<file path="config.mk">
export PLATFORM = sky130hd
export DESIGN_NAME = inst_buffer_flow_ctrl
export DESIGN_NICKNAME = d
export VERILOG_FILES = /design/src/rtl/inst_buffer_flow_ctrl.sv
export SDC_FILE = /design/constraint.sdc
export NUM_CORES = 1
export LEC_CHECK = 0
export CAP_MARGIN = 25
export CORE_AREA = 3 3 76 78
export CTS_CLUSTER_SIZE = 10
export DETAILED_ROUTE_END_ITERATION = 12
export DIE_AREA = 0 0 79 81
export PLACE_DENSITY = 0.79
export SYNTH_ARGS = -nofsm -noshare
export SYNTH_HDL_FRONTEND = slang
export SYNTH_SLANG_ARGS = --single-unit
</file>
<file path="constraint.sdc">
create_clock -name clk -period 5.8 [get_ports clk]
set_clock_uncertainty 0.2 [all_clocks]
set_input_delay 0.87 -clock clk [delete_from_list [all_inputs] [get_ports clk]]
set_output_delay 0.87 -clock clk [all_outputs]
set_load 0.005 [all_outputs]
</file>
<file path="src/rtl/inst_buffer_flow_ctrl.sv">
// Instruction buffer pointer/occupancy control: compacts sparse decode lanes into
// the circular buffer, releases fixed-size dispatch groups, and paces fetch.

module inst_buffer_lane #(
    parameter int FETCH_LANES = 8,
    parameter int QLOG        = 5
) (
    input  logic [FETCH_LANES-1:0] lowerBits,
    input  logic                   laneValid,
    input  logic                   accept,
    input  logic [QLOG-1:0]        tailPtr,
    output logic                   writeEnable,
    output logic [QLOG-1:0]        writeAddr
);
    logic [QLOG-1:0] offset;

    // lowerBits holds only the valid bits of lanes below this one
    always_comb begin
        offset = '0;
        for (int j = 0; j < FETCH_LANES; j++)
            offset = offset + QLOG'(lowerBits[j]);
    end

    assign writeAddr   = tailPtr + offset;
    assign writeEnable = accept & laneValid;
endmodule

module inst_buffer_flow_ctrl #(
    parameter int INST_QUEUE     = 32,
    parameter int INST_QUEUE_LOG = 5,
    parameter int FETCH_LANES    = 8,
    parameter int DISPATCH_WIDTH = 4,
    parameter int LOW_WATER      = 16,
    parameter int FLUSH_HOLD     = 2
) (
    input  logic                                  clk,
    input  logic                                  reset,
    input  logic                                  flush_i,
    input  logic                                  stall_i,
    input  logic                                  decodeReady_i,
    input  logic [FETCH_LANES-1:0]                decodedVector_i,
    output logic [FETCH_LANES-1:0]                writeEnable_o,
    output logic [FETCH_LANES*INST_QUEUE_LOG-1:0] writeAddr_o,
    output logic [INST_QUEUE_LOG-1:0]             readAddrBase_o,
    output logic [INST_QUEUE_LOG:0]               instCount_o,
    output logic                                  stallFetch_o,
    output logic                                  instBufferReady_o,
    output logic                                  state_o
);
    localparam int QLOG = INST_QUEUE_LOG;
    localparam int CW   = INST_QUEUE_LOG + 1;
    localparam int HW   = (FLUSH_HOLD > 1) ? $clog2(FLUSH_HOLD) : 1;
    localparam logic [HW-1:0] HOLD_INIT = HW'(FLUSH_HOLD - 1);
    localparam logic [CW:0]   DW_EXT    = (CW+1)'(DISPATCH_WIDTH);
    localparam logic [CW-1:0] HIGH_MARK = CW'(INST_QUEUE - FETCH_LANES);
    localparam logic [CW-1:0] LOW_MARK  = CW'(LOW_WATER);

    typedef enum logic {RUN = 1'b0, HOLD = 1'b1} state_t;

    state_t          state, stateNext;
    logic [HW-1:0]   holdCnt, holdNext;
    logic [QLOG-1:0] headPtr, headNext, tailPtr, tailNext;
    logic [CW-1:0]   instCount, countNext;
    logic            stallNext;
    logic            accept, dispatch;
    logic [CW:0]     numWrites, countSum;

    logic [FETCH_LANES-1:0][FETCH_LANES-1:0] lowerBits;
    logic [FETCH_LANES-1:0][QLOG-1:0]        laneAddr;

    // Reset gating keeps the SRAM quiet while the pointers are being forced
    assign accept   = decodeReady_i & ~stallFetch_o & ~flush_i & (state == RUN) & ~reset;
    assign instBufferReady_o = (instCount >= CW'(DISPATCH_WIDTH)) & (state == RUN) & ~reset;
    assign dispatch = instBufferReady_o & ~stall_i & ~flush_i;

    for (genvar i = 0; i < FETCH_LANES; i++) begin : g_lane
        assign lowerBits[i] = decodedVector_i & ((FETCH_LANES'(1) << i) - FETCH_LANES'(1));
        assign writeAddr_o[i*QLOG +: QLOG] = laneAddr[i];
        inst_buffer_lane #(.FETCH_LANES(FETCH_LANES), .QLOG(QLOG)) u_lane (
            .lowerBits  (lowerBits[i]),
            .laneValid  (decodedVector_i[i]),
            .accept     (accept),
            .tailPtr    (tailPtr),
            .writeEnable(writeEnable_o[i]),
            .writeAddr  (laneAddr[i])
        );
    end

    always_comb begin
        numWrites = '0;
        for (int i = 0; i < FETCH_LANES; i++)
            numWrites = numWrites + (CW+1)'(writeEnable_o[i]);
    end

    assign countSum = {1'b0, instCount} + numWrites - (dispatch ? DW_EXT : '0);

    always_comb begin
        stateNext = state;
        holdNext  = holdCnt;
        headNext  = headPtr;
        tailNext  = tailPtr;
        countNext = instCount;
        stallNext = stallFetch_o;
        if (flush_i) begin
            stateNext = HOLD;
            holdNext  = HOLD_INIT;
            headNext  = '0;
            tailNext  = '0;
            countNext = '0;
            stallNext = 1'b1;
        end else begin
            case (state)
                RUN: begin
                    tailNext  = tailPtr + numWrites[QLOG-1:0];
                    headNext  = dispatch ? headPtr + QLOG'(DISPATCH_WIDTH) : headPtr;
                    countNext = countSum[CW-1:0];
                    // Hysteresis band between LOW_MARK and HIGH_MARK keeps the last decision
                    if (countNext > HIGH_MARK)
                        stallNext = 1'b1;
                    else if (countNext <= LOW_MARK)
                        stallNext = 1'b0;
                end
                HOLD: begin
                    if (holdCnt == '0) begin
                        stateNext = RUN;
                        stallNext = 1'b0;
                    end else begin
                        holdNext = holdCnt - HW'(1);
                    end
                end
                default: stateNext = RUN;
            endcase
        end
    end

    always_ff @(posedge clk or posedge reset) begin
        if (reset) begin
            state        <= RUN;
            holdCnt      <= '0;
            headPtr      <= '0;
            tailPtr      <= '0;
            instCount    <= '0;
            stallFetch_o <= 1'b0;
        end else begin
            state        <= stateNext;
            holdCnt      <= holdNext;
            headPtr      <= headNext;
            tailPtr      <= tailNext;
            instCount    <= countNext;
            stallFetch_o <= stallNext;
        end
    end

    assign readAddrBase_o = headPtr;
    assign instCount_o    = instCount;
    assign state_o        = state;
endmodule

</file>
==> results.yml, run 1 <==
floorplanning:
  die_w_um: 79
  core_area_um2: 5140
  start_util_pct: 47.2
  ios: 75
  rows: 26
  dieArea_um2: 6400
  fp.dieH_um: 81
final_layout:
  fillers: 436
  drive_above_1_share_pct: 13.4
  antenna_cells: 0
  multi_input_area_um2: 1840
  area.sequential_um2: 425
  nets: 424
  syn_to_final_growth_pct: 42.4
  layout.cells.non_filler: 421
yosys:
  synth.area.top_cells: "ha_1 (23%), dfrtp_1 (18%), fa_1 (12%)"
  synth_edf_count: 0
  synth_async_sr_flop_share_pct: 100
  ys_ff_latch: 17
  netlist_instances: 267
  netlist-cell-type-count: 35
  netlist_area_um2: 2430
  synth.top_cell.area_share_pct: 22.7
  yosys.area.top_type: "ha_1"
  ys_seq_area_share_pct: 17.5
  yosys_warnings: 0
  avgSynthCellArea_um2: 9.09
  synth_flop_cell: "dfrtp_1"
critical_path:
  crit_top_cell: "fa_1"
  critPathKind: "input pin to flop"
  worstReg2RegStart: "stallFetch_o$_DFFE_PP0P_"
  worstPathCellList: "clkdlybuf4s50_1, and3_4, and2_4, fa_1, inv_1, fa_1, fa_1, inv_1, ha_2, inv_1, fa_2, xnor2_2, fa_1, ha_4, xor2_2, nand3b_1, maj3_2, a31oi_1, o211ai_1"
  path_buf_inv: 4
  endpoint_kind: "flop"
  cp_max_fo: 4
  crit_path_start_kind: "input pin"
  cp_data_required_time_ns: 5.74
  path_delay_family: "adder cells"
  cp-startpoint: "decodeReady_i"
  cpMaxStageDelayCell: "fa_1"
  arrival_ns: 5.61
  crit_path_max_incr_delay_ns: 0.52
drt:
  ant_nets: 0
  drtIter0Drc: 46
  via_per_inst: 4.96
  vias: 2087
  wl_per_cell_um: 14.3
  first_pass_iters: 4
  drc_errors: 0
  routed_wirelength_um: 6010
global_route:
  grt_max_degree: 19
  grt_overflow: 0
  grt_pass1_vias: 2132
  grt_usage_pct: 19.9
  antenna_found_initial: 0
  grt_pass1_wl_um: 10200
power:
  power_density_nw_per_um2: 138
  p_clk_share_pct: 19.4
  combPwrFrac_pct: 54.3
  ir_drop_v: 0.000107
  switching_share_pct: 32.0
  p_int_w: 0.000323
  power.leakage_nw: 1.81
  p_switching_w: 0.000152
  share_seq_of_total_power_pct: 26.3
place:
  dp_cells: 415
  gp_congestion: 0.866
  dp_hpwl_um: 4780
  port_buffers: 72
sta:
  hold_viol: 0
  fin_hold_ws_ns: 0.332
  clock.fmax_ghz: 0.176
  fin_crit_ns: 5.68
  fin_crit_sh_pct: 97.9
  relSlewSlack_pct: 52.5
  slew_viol_final: 0
  grt_setup_unrepaired: "yes"
  setup_viol: 0
  tightest_slew_ns: 0.712
clock_tree:
  cts_root_buffer: "clkbuf_8"
  cts_sinks: 17
  insertion_delay_ns: 0.26
  path_clk_slew_ns: 0.07
  clock_path_buffers: 2
  tritoncts: "yes"
  h-tree-depth: 1
  cts_buffers: 3
hold_path:
  hp-class: "flop to flop"
  min-delay-start: "holdCnt$_DFFE_PP0P_"
flow_run:
  max_cap_viol_count: 0
run_status:
  status: "finished clean"
what timing repair did:
item,CTS,global route
setup buffers,1,1
gates cloned,0,0
hold buffers,0,0
setup endpoints to repair,3,7
pin swaps,3,7
resized for setup,6,9
power by group through the flow:
stage,logic [W],registers [W],clock network [W]
3_5_place_dp,0.000246,0.000127,0
4_1_cts,0.000255,0.000125,0.0000941
5_1_grt,0.000283,0.000126,0.0000967
6_report,0.000258,0.000125,0.0000921
2_1_floorplan,0.000111,0.000127,0
3_3_place_gp,0.000239,0.000127,0
kinds of logic (layout without fill, tap and decap cells):
| kind of cell | after synthesis | after routing | synth area share, % |
|---|---|---|---|
| DFF | 17 | 17 | 17.5 |
| other | 1 | 2 | 0.154 |
| buffers and inverters | 53 | 136 | 9.84 |
| and+or+nand+nor | 51 | 51 | 10.2 |
| adders and majority gates | 60 | 60 | 35.5 |
| muxes | 3 | 3 | 1.24 |
| AOI/OAI and AO/OA | 45 | 45 | 11.9 |
| xor gates and xnor gates | 37 | 37 | 13.7 |
per-stage QoR:
stage	instance area, um2	setup TNS [ns]	worst slack [ns]	util [%]	power (W)
after floorplan	2440	0	0.0256	-	0.000237
after global placement	3320	-0.539	-0.291	64.5	0.000366
after detailed placement	3320	-0.696	-0.358	64.5	0.000373
after CTS	3410	0	0.0315	66.4	0.000474
after global routing	3460	-0.0788	-0.0788	67.2	0.000505
final	3460	0	0.121	67.2	0.000475
cells in the mapped netlist (2+ instances only):
cell type,n
a21o_1,16
inv_1,33
xnor2_1,25
nor2b_1,3
clkbuf_1,6
dfrtp_1,17
nand2_1,15
mux2i_1,3
xor2_1,11
fa_1,15
buf_2,2
and3_1,2
a31oi_1,3
a21oi_1,19
nor2_1,17
nand3_1,5
buf_4,10
ha_1,44
and2_1,5
metal layers:
metal / global-route usage [%] / wire, um / vias to the layer above
met4: 4.12 / 55 / 0
met5: 0 / 0 / -
met1: 25.7 / 2660 / 1001
met3: 1.66 / 253 / 5
met2: 36.4 / 3050 / 54
li1: - / - / 1027
worst paths after layout:
check | cells past startpoint | end | slack, ns
max in group asynchronous | 3 | tailPtr[4]$_DFFE_PP0P_ | 4.26
min in group asynchronous | 3 | stallFetch_o$_DFFE_PP0P_ | 0.69
worst max-delay path | 19 | stallFetch_o$_DFFE_PP0P_ | 0.12
worst min register to register | 1 | holdCnt$_DFFE_PP0P_ | 0.33
worst min-delay path | 1 | holdCnt$_DFFE_PP0P_ | 0.33
worst max register to register | 19 | stallFetch_o$_DFFE_PP0P_ | 0.62
worst reg2reg max path, cell delays in order (launching register included):
cell and delay [ns]:
dfrtp_1 0.41, nor2_1 0.08, and3_4 0.20, and2_4 0.17, fa_1 0.52, inv_1 0.05
fa_1 0.49, fa_1 0.41, inv_1 0.07, ha_2 0.17, inv_1 0.06, fa_2 0.41
xnor2_2 0.19, fa_1 0.49, ha_4 0.31, xor2_2 0.17, nand3b_1 0.11, maj3_2 0.32
a31oi_1 0.13, o211ai_1 0.11
cell usage in the layout (no fill, tap or decap), types with 4 or more instances in the layout:
| cell | synthesis | routed |
|---|---|---|
| clkdlybuf4s50_1 | 0 | 68 |
| ha_1 | 44 | 40 |
| inv_1 | 33 | 33 |
| buf_4 | 10 | 26 |
| xnor2_1 | 25 | 24 |
| a21oi_1 | 19 | 19 |
| dfrtp_1 | 17 | 17 |
| nor2_1 | 17 | 16 |
| a21o_1 | 16 | 16 |
| nand2_1 | 15 | 15 |
| fa_1 | 15 | 14 |
| xor2_1 | 11 | 9 |
| nand3_1 | 5 | 5 |
| dlymetal6s2s_1 | 0 | 4 |
layout make-up:
type	instances	area share (%)
inverters	34	3.69
repair buffers	98	26.8
flip-flops and latches	17	12.3
clock buffers	4	1.30
well taps	70	2.53
multi-input cells	198	53.4
state kept, by name (all words and copies together), names as in the netlist:
name            flops
stallFetch_o        1
instCount_o         6
readAddrBase_o      3
holdCnt             1
tailPtr             5
state_o             1
Power figures use the tool's default switching activity.
==> run 2, diff against run 1 <==
- CELL_PAD_IN_SITES_DETAIL_PLACEMENT: not set -> 0
- CELL_PAD_IN_SITES_GLOBAL_PLACEMENT: not set -> 1
- CORE_AREA: 3 3 76 78 -> 3 3 122 65
- CTS_BUF_LIST: not set -> sky130_fd_sc_hd__clkbuf_16
- DIE_AREA: 0 0 79 81 -> 0 0 125 68
- PLACE_DENSITY: 0.79 -> not set
- PLACE_DENSITY_LB_ADDON: not set -> 0.1
==> results.yml, run 2 (same netlist as run 1, synthesis figures left out) <==
critical_path:
  crit_path_max_incr_delay_ns: 0.57
  arrival_ns: 4.57
  worstPathCellList: "clkdlybuf4s50_1, buf_4, fa_1, ha_1, fa_2, ha_4, ha_4, xor2_1, ha_1, buf_4, a21oi_2, xnor2_1, clkdlybuf4s50_1"
  path_buf_inv: 4
  critPathKind: "input pin to output pin"
  cpMaxStageDelayCell: "fa_2"
  cp_data_required_time_ns: 4.73
  endpoint_kind: "output pin"
  path_delay_family: "adder cells"
  crit_path_start_kind: "input pin"
  cp_max_fo: 4
drt:
  drtIter0Drc: 36
  drc_errors: 0
  via_per_inst: 4.55
  wl_per_cell_um: 13.5
  routed_wirelength_um: 6040
  first_pass_iters: 4
  vias: 2035
  ant_nets: 0
final_layout:
  final_cell_mix: "clkdlybuf4s50_1 (66), ha_1 (40), inv_1 (30), buf_4 (30), xnor2_1 (24)"
  syn_to_final_growth_pct: 48.5
  layout_commonest_cell: "clkdlybuf4s50_1"
  antenna_cells: 0
  drive_above_1_share_pct: 17.2
  largest_register_ff_count: 6
  layout.cells.non_filler: 447
  nets: 428
  fillers: 633
place:
  gp_congestion: 0.833
  dp_hpwl_um: 5010
  pre_cts_slack_ns: -0.513
  dp_cells: 437
  port_buffers: 72
sta:
  worst_slack_ns: 0.161
  tns_ns: 0
  fin_crit_sh_pct: 97.2
  hold_viol: 0
  tightest_slew_ns: 0.712
  fin_crit_ns: 5.64
  setup_viol: 0
  clock.fmax_ghz: 0.177
  slew_viol_final: 0
  relSlewSlack_pct: 52.5
  grt_setup_unrepaired: "no"
floorplanning:
  fp.dieH_um: 68
  start_util_pct: 35.8
  rows: 21
  dieArea_um2: 8500
  core_area_um2: 6780
  die_w_um: 125
  ios: 75
flow_run:
  max_cap_viol_count: 0
global_route:
  grt_pass1_vias: 2213
  grt_max_degree: 19
  grt_pass1_wl_um: 10500
  antenna_found_initial: 0
  grt_usage_pct: 14.9
  grt_overflow: 0
clock_tree:
  insertion_delay_ns: 0.25
  cts_sinks: 17
  h-tree-depth: 1
  tritoncts: "yes"
  cts_root_buffer: "clkbuf_16"
  ctsHoldBuffers: 0
  cts_buffers: 3
  path_clk_slew_ns: 0.06
  clock_path_buffers: 2
power:
  power_density_nw_per_um2: 145
  ir_drop_v: 0.0000968
  power.leakage_nw: 1.86
hold_path:
  hp-class: "flop to flop"
run_status:
  status: "finished clean"
run 2: worst paths after layout:
check / from / end / slack (ns) / cells past startpoint
setup / recovery: decodedVector_i[0] / writeAddr_o[38] / 0.16 / 13
hold / removal: holdCnt$_DFFE_PP0P_ / holdCnt$_DFFE_PP0P_ / 0.32 / 1
setup reg to reg: stallFetch_o$_DFFE_PP0P_ / stallFetch_o$_DFFE_PP0P_ / 0.73 / 19
hold reg to reg: holdCnt$_DFFE_PP0P_ / holdCnt$_DFFE_PP0P_ / 0.32 / 1
max in group asynchronous: reset / tailPtr[0]$_DFFE_PP0P_ / 4.16 / 3
min in group asynchronous: reset / instCount_o[5]$_DFFE_PP0P_ / 0.80 / 3
run 2: per-stage QoR:
stage	utilization (%)	hold slack, ns	total power, W	area (um2)
floorplan	-	0.276	0.000237	2440
global placement	49.3	0.297	0.000371	3340
detailed placement	49.3	0.310	0.000372	3340
CTS	51.8	0.323	0.000524	3510
global route	53.2	0.353	0.000563	3600
finish	53.2	0.316	0.000524	3600
run 2: layout make-up:
class	count	area, um2	area share, %
inverter	34	128	3.54
tap	92	115	3.19
clock inverter	1	7.51	0.208
multi-input combinational	198	1900	52.7
clock buffer	3	75.1	2.08
timing repair buffer	102	955	26.5
sequential	17	425	11.8
run 2: where the power goes:
part,internal [W],switching [W]
Combinational,0.000152,0.000106
Clock,0.0000930,0.0000481
Sequential,0.000122,0.00000346
Total,0.000367,0.000157
run 2: repair_timing:
action	CTS	global route
setup buffers	5	1
pin swaps	11	13
gates cloned	0	0
setup endpoints to repair	5	11
gates resized for setup	13	18
run 2: metal layers:
layer  vias to the layer above  track usage, %  share of wire [%]  wire (um)
met3                         2            1.87                3.7        221
met4                         0            2.03               0.27         16
met2                        37            27.1                 48       2900
met1                       966            19.9                 48       2900
li1                       1030               -                  -          -
met5                         -               0                  0          0
==> run 3, diff against run 2 <==
- REMOVE_ABC_BUFFERS: not set -> 1
==> results.yml, run 3 (same netlist as run 1, synthesis figures left out) <==
critical_path:
  cp_max_fo: 4
  path_buf_inv: 4
  cpMaxStageDelayCell: "fa_2"
  worstPathCellList: "clkdlybuf4s50_1, buf_4, fa_1, ha_4, fa_2, ha_4, ha_4, xor2_1, ha_1, buf_4, a21oi_1, xnor2_1, clkdlybuf4s50_1"
  path_delay_family: "adder cells"
  crit_top_cell: "ha_4"
  endpoint_kind: "output pin"
  arrival_ns: 4.56
  cp-startpoint: "decodedVector_i[1]"
  cp_data_required_time_ns: 4.73
  critPathKind: "input pin to output pin"
  crit_path_max_incr_delay_ns: 0.56
  crit_path_start_kind: "input pin"
  worstReg2RegStart: "stallFetch_o$_DFFE_PP0P_"
final_layout:
  drive_above_1_share_pct: 16.4
  nets: 427
  fin_util_pct: 52.9
  final_cell_mix: "clkdlybuf4s50_1 (65), ha_1 (39), inv_1 (31), buf_4 (29), xnor2_1 (24)"
  fillers: 665
  syn_to_final_growth_pct: 47.6
  fin_area_um2: 3580
  antenna_cells: 0
  largest_register_ff_count: 6
  layout.cells.non_filler: 446
  layout_commonest_cell: "clkdlybuf4s50_1"
drt:
  vias: 2074
  via_per_inst: 4.65
  route.met3.wl_um: 222
  drtIter0Drc: 45
  wl_per_cell_um: 13.7
  dr.max_layer_used: "met4"
  wl_met1_um: 2840
  drc_errors: 0
  ant_nets: 0
  routed_wirelength_um: 6090
  route.met2.wl_um: 3000
  first_pass_iters: 4
flow_run:
  max_cap_viol_count: 0
place:
  dpl-instance-area_um2: 3340
  port_buffers: 72
  gp_congestion: 0.792
  dp_cells: 438
  dp_hpwl_um: 4950
sta:
  clock.fmax_ghz: 0.178
  setup_viol: 0
  fin_crit_sh_pct: 97.0
  relSlewSlack_pct: 52.9
  fin_crit_ns: 5.63
  tightest_slew_ns: 0.705
  slew_viol_final: 0
  hold_viol: 0
clock_tree:
  insertion_delay_ns: 0.25
  cts_sinks: 17
  cts_root_buffer: "clkbuf_16"
  tritoncts: "yes"
  clock_path_buffers: 2
  path_clk_slew_ns: 0.05
  h-tree-depth: 1
  cts_buffers: 3
power:
  ir_drop_v: 0.0000798
  power_density_nw_per_um2: 146
  power.leakage_nw: 1.89
hold_path:
  hp-class: "flop to flop"
  min-delay-start: "holdCnt$_DFFE_PP0P_"
run_status:
  status: "finished clean"
floorplanning:
  ios: 75
  fp.dieH_um: 68
  core_area_um2: 6780
  start_util_pct: 35.8
  rows: 21
  die_w_um: 125
  dieArea_um2: 8500
global_route:
  grt_overflow: 0
  antenna_found_initial: 0
  grt_pass1_wl_um: 10300
  grt_pass1_vias: 2151
  grt_usage_pct: 14.8
  grt_max_degree: 19
==> run 3: cell types whose count changed in the layout (fill, tap and decap cells not counted), sizes merged <==
| cell | previous run | this run |
|---|---|---|
| dlymetal6s2s | 4 | 7 |
| buf | 30 | 29 |
| clkdlybuf4s15 | 1 | 0 |
| clkdlybuf4s50 | 66 | 65 |
| clkinv | 1 | 2 |
| clkinvlp | 1 | 0 |
| dlygate4sd2 | 1 | 0 |
==> run 3: per-stage QoR <==
stage                     hold WS (ns)  setup WS (ns)  total power, W  setup TNS (ns)
after floorplan                  0.276          0.228        0.000233               0
after global placement           0.300         -0.408        0.000368           -1.05
after detailed placement         0.306         -0.507        0.000372           -1.60
after CTS                        0.320        -0.0468        0.000526         -0.0468
after global routing             0.354        -0.0166        0.000567         -0.0166
final                            0.316          0.172        0.000525               0
==> run 3: per-layer routing <==
metal  global-route usage, %  up-vias
met5                       0        -
met4                    2.30        0
met3                    2.03        4
met2                    27.5       38
met1                    19.1      995
li1                        -     1037
==> run 3: power by group <==
| part | leakage, nW | internal (W) | switching [W] |
|---|---|---|---|
| sequential | 0.227 | 0.000122 | 0.00000376 |
| combinational | 1.62 | 0.000154 | 0.000105 |
| clock | 0.0409 | 0.0000923 | 0.0000480 |
==> run 3: worst paths after layout <==
| path | endpoint | slack, ns | cells past startpoint |
|---|---|---|---|
| max in group asynchronous | tailPtr[2]$_DFFE_PP0P_ | 4.25 | 3 |
| setup / recovery | writeAddr_o[33] | 0.17 | 13 |
| hold reg to reg | holdCnt$_DFFE_PP0P_ | 0.32 | 1 |
| setup reg to reg | stallFetch_o$_DFFE_PP0P_ | 0.49 | 19 |
| min in group asynchronous | instCount_o[3]$_DFFE_PP0P_ | 0.71 | 3 |
| hold / removal | holdCnt$_DFFE_PP0P_ | 0.32 | 1 |
==> run 3: cell type report <==
class,count,area [um2],share of cell area [%]
flip-flops and latches,17,425,11.9
clock inverters,1,5.00,0.140
repair buffers,101,956,26.7
well taps,92,115,3.21
clock buffers,3,75.1,2.09
multi-input cells,198,1880,52.4
inverters,34,128,3.56
==> run 3: worst reg2reg max path, delay by kind of cell, from the launching register on <==
kind | cells | cell delay, ns
AOI/OAI and AO/OA | 2 | 0.28
DFF | 1 | 0.40
buffers and inverters | 3 | 0.15
and+or+nand+nor | 4 | 0.56
adders and majority gates | 8 | 3.27
xor gates and xnor gates | 2 | 0.31
==> run 3: what timing repair did <==
item	in CTS	in global routing
pin swaps	4	14
buffers inserted	0	4
endpoints found under the hold margin	0	0
hold buffers	0	0
resized for setup	10	18
endpoints found under the setup margin	5	9
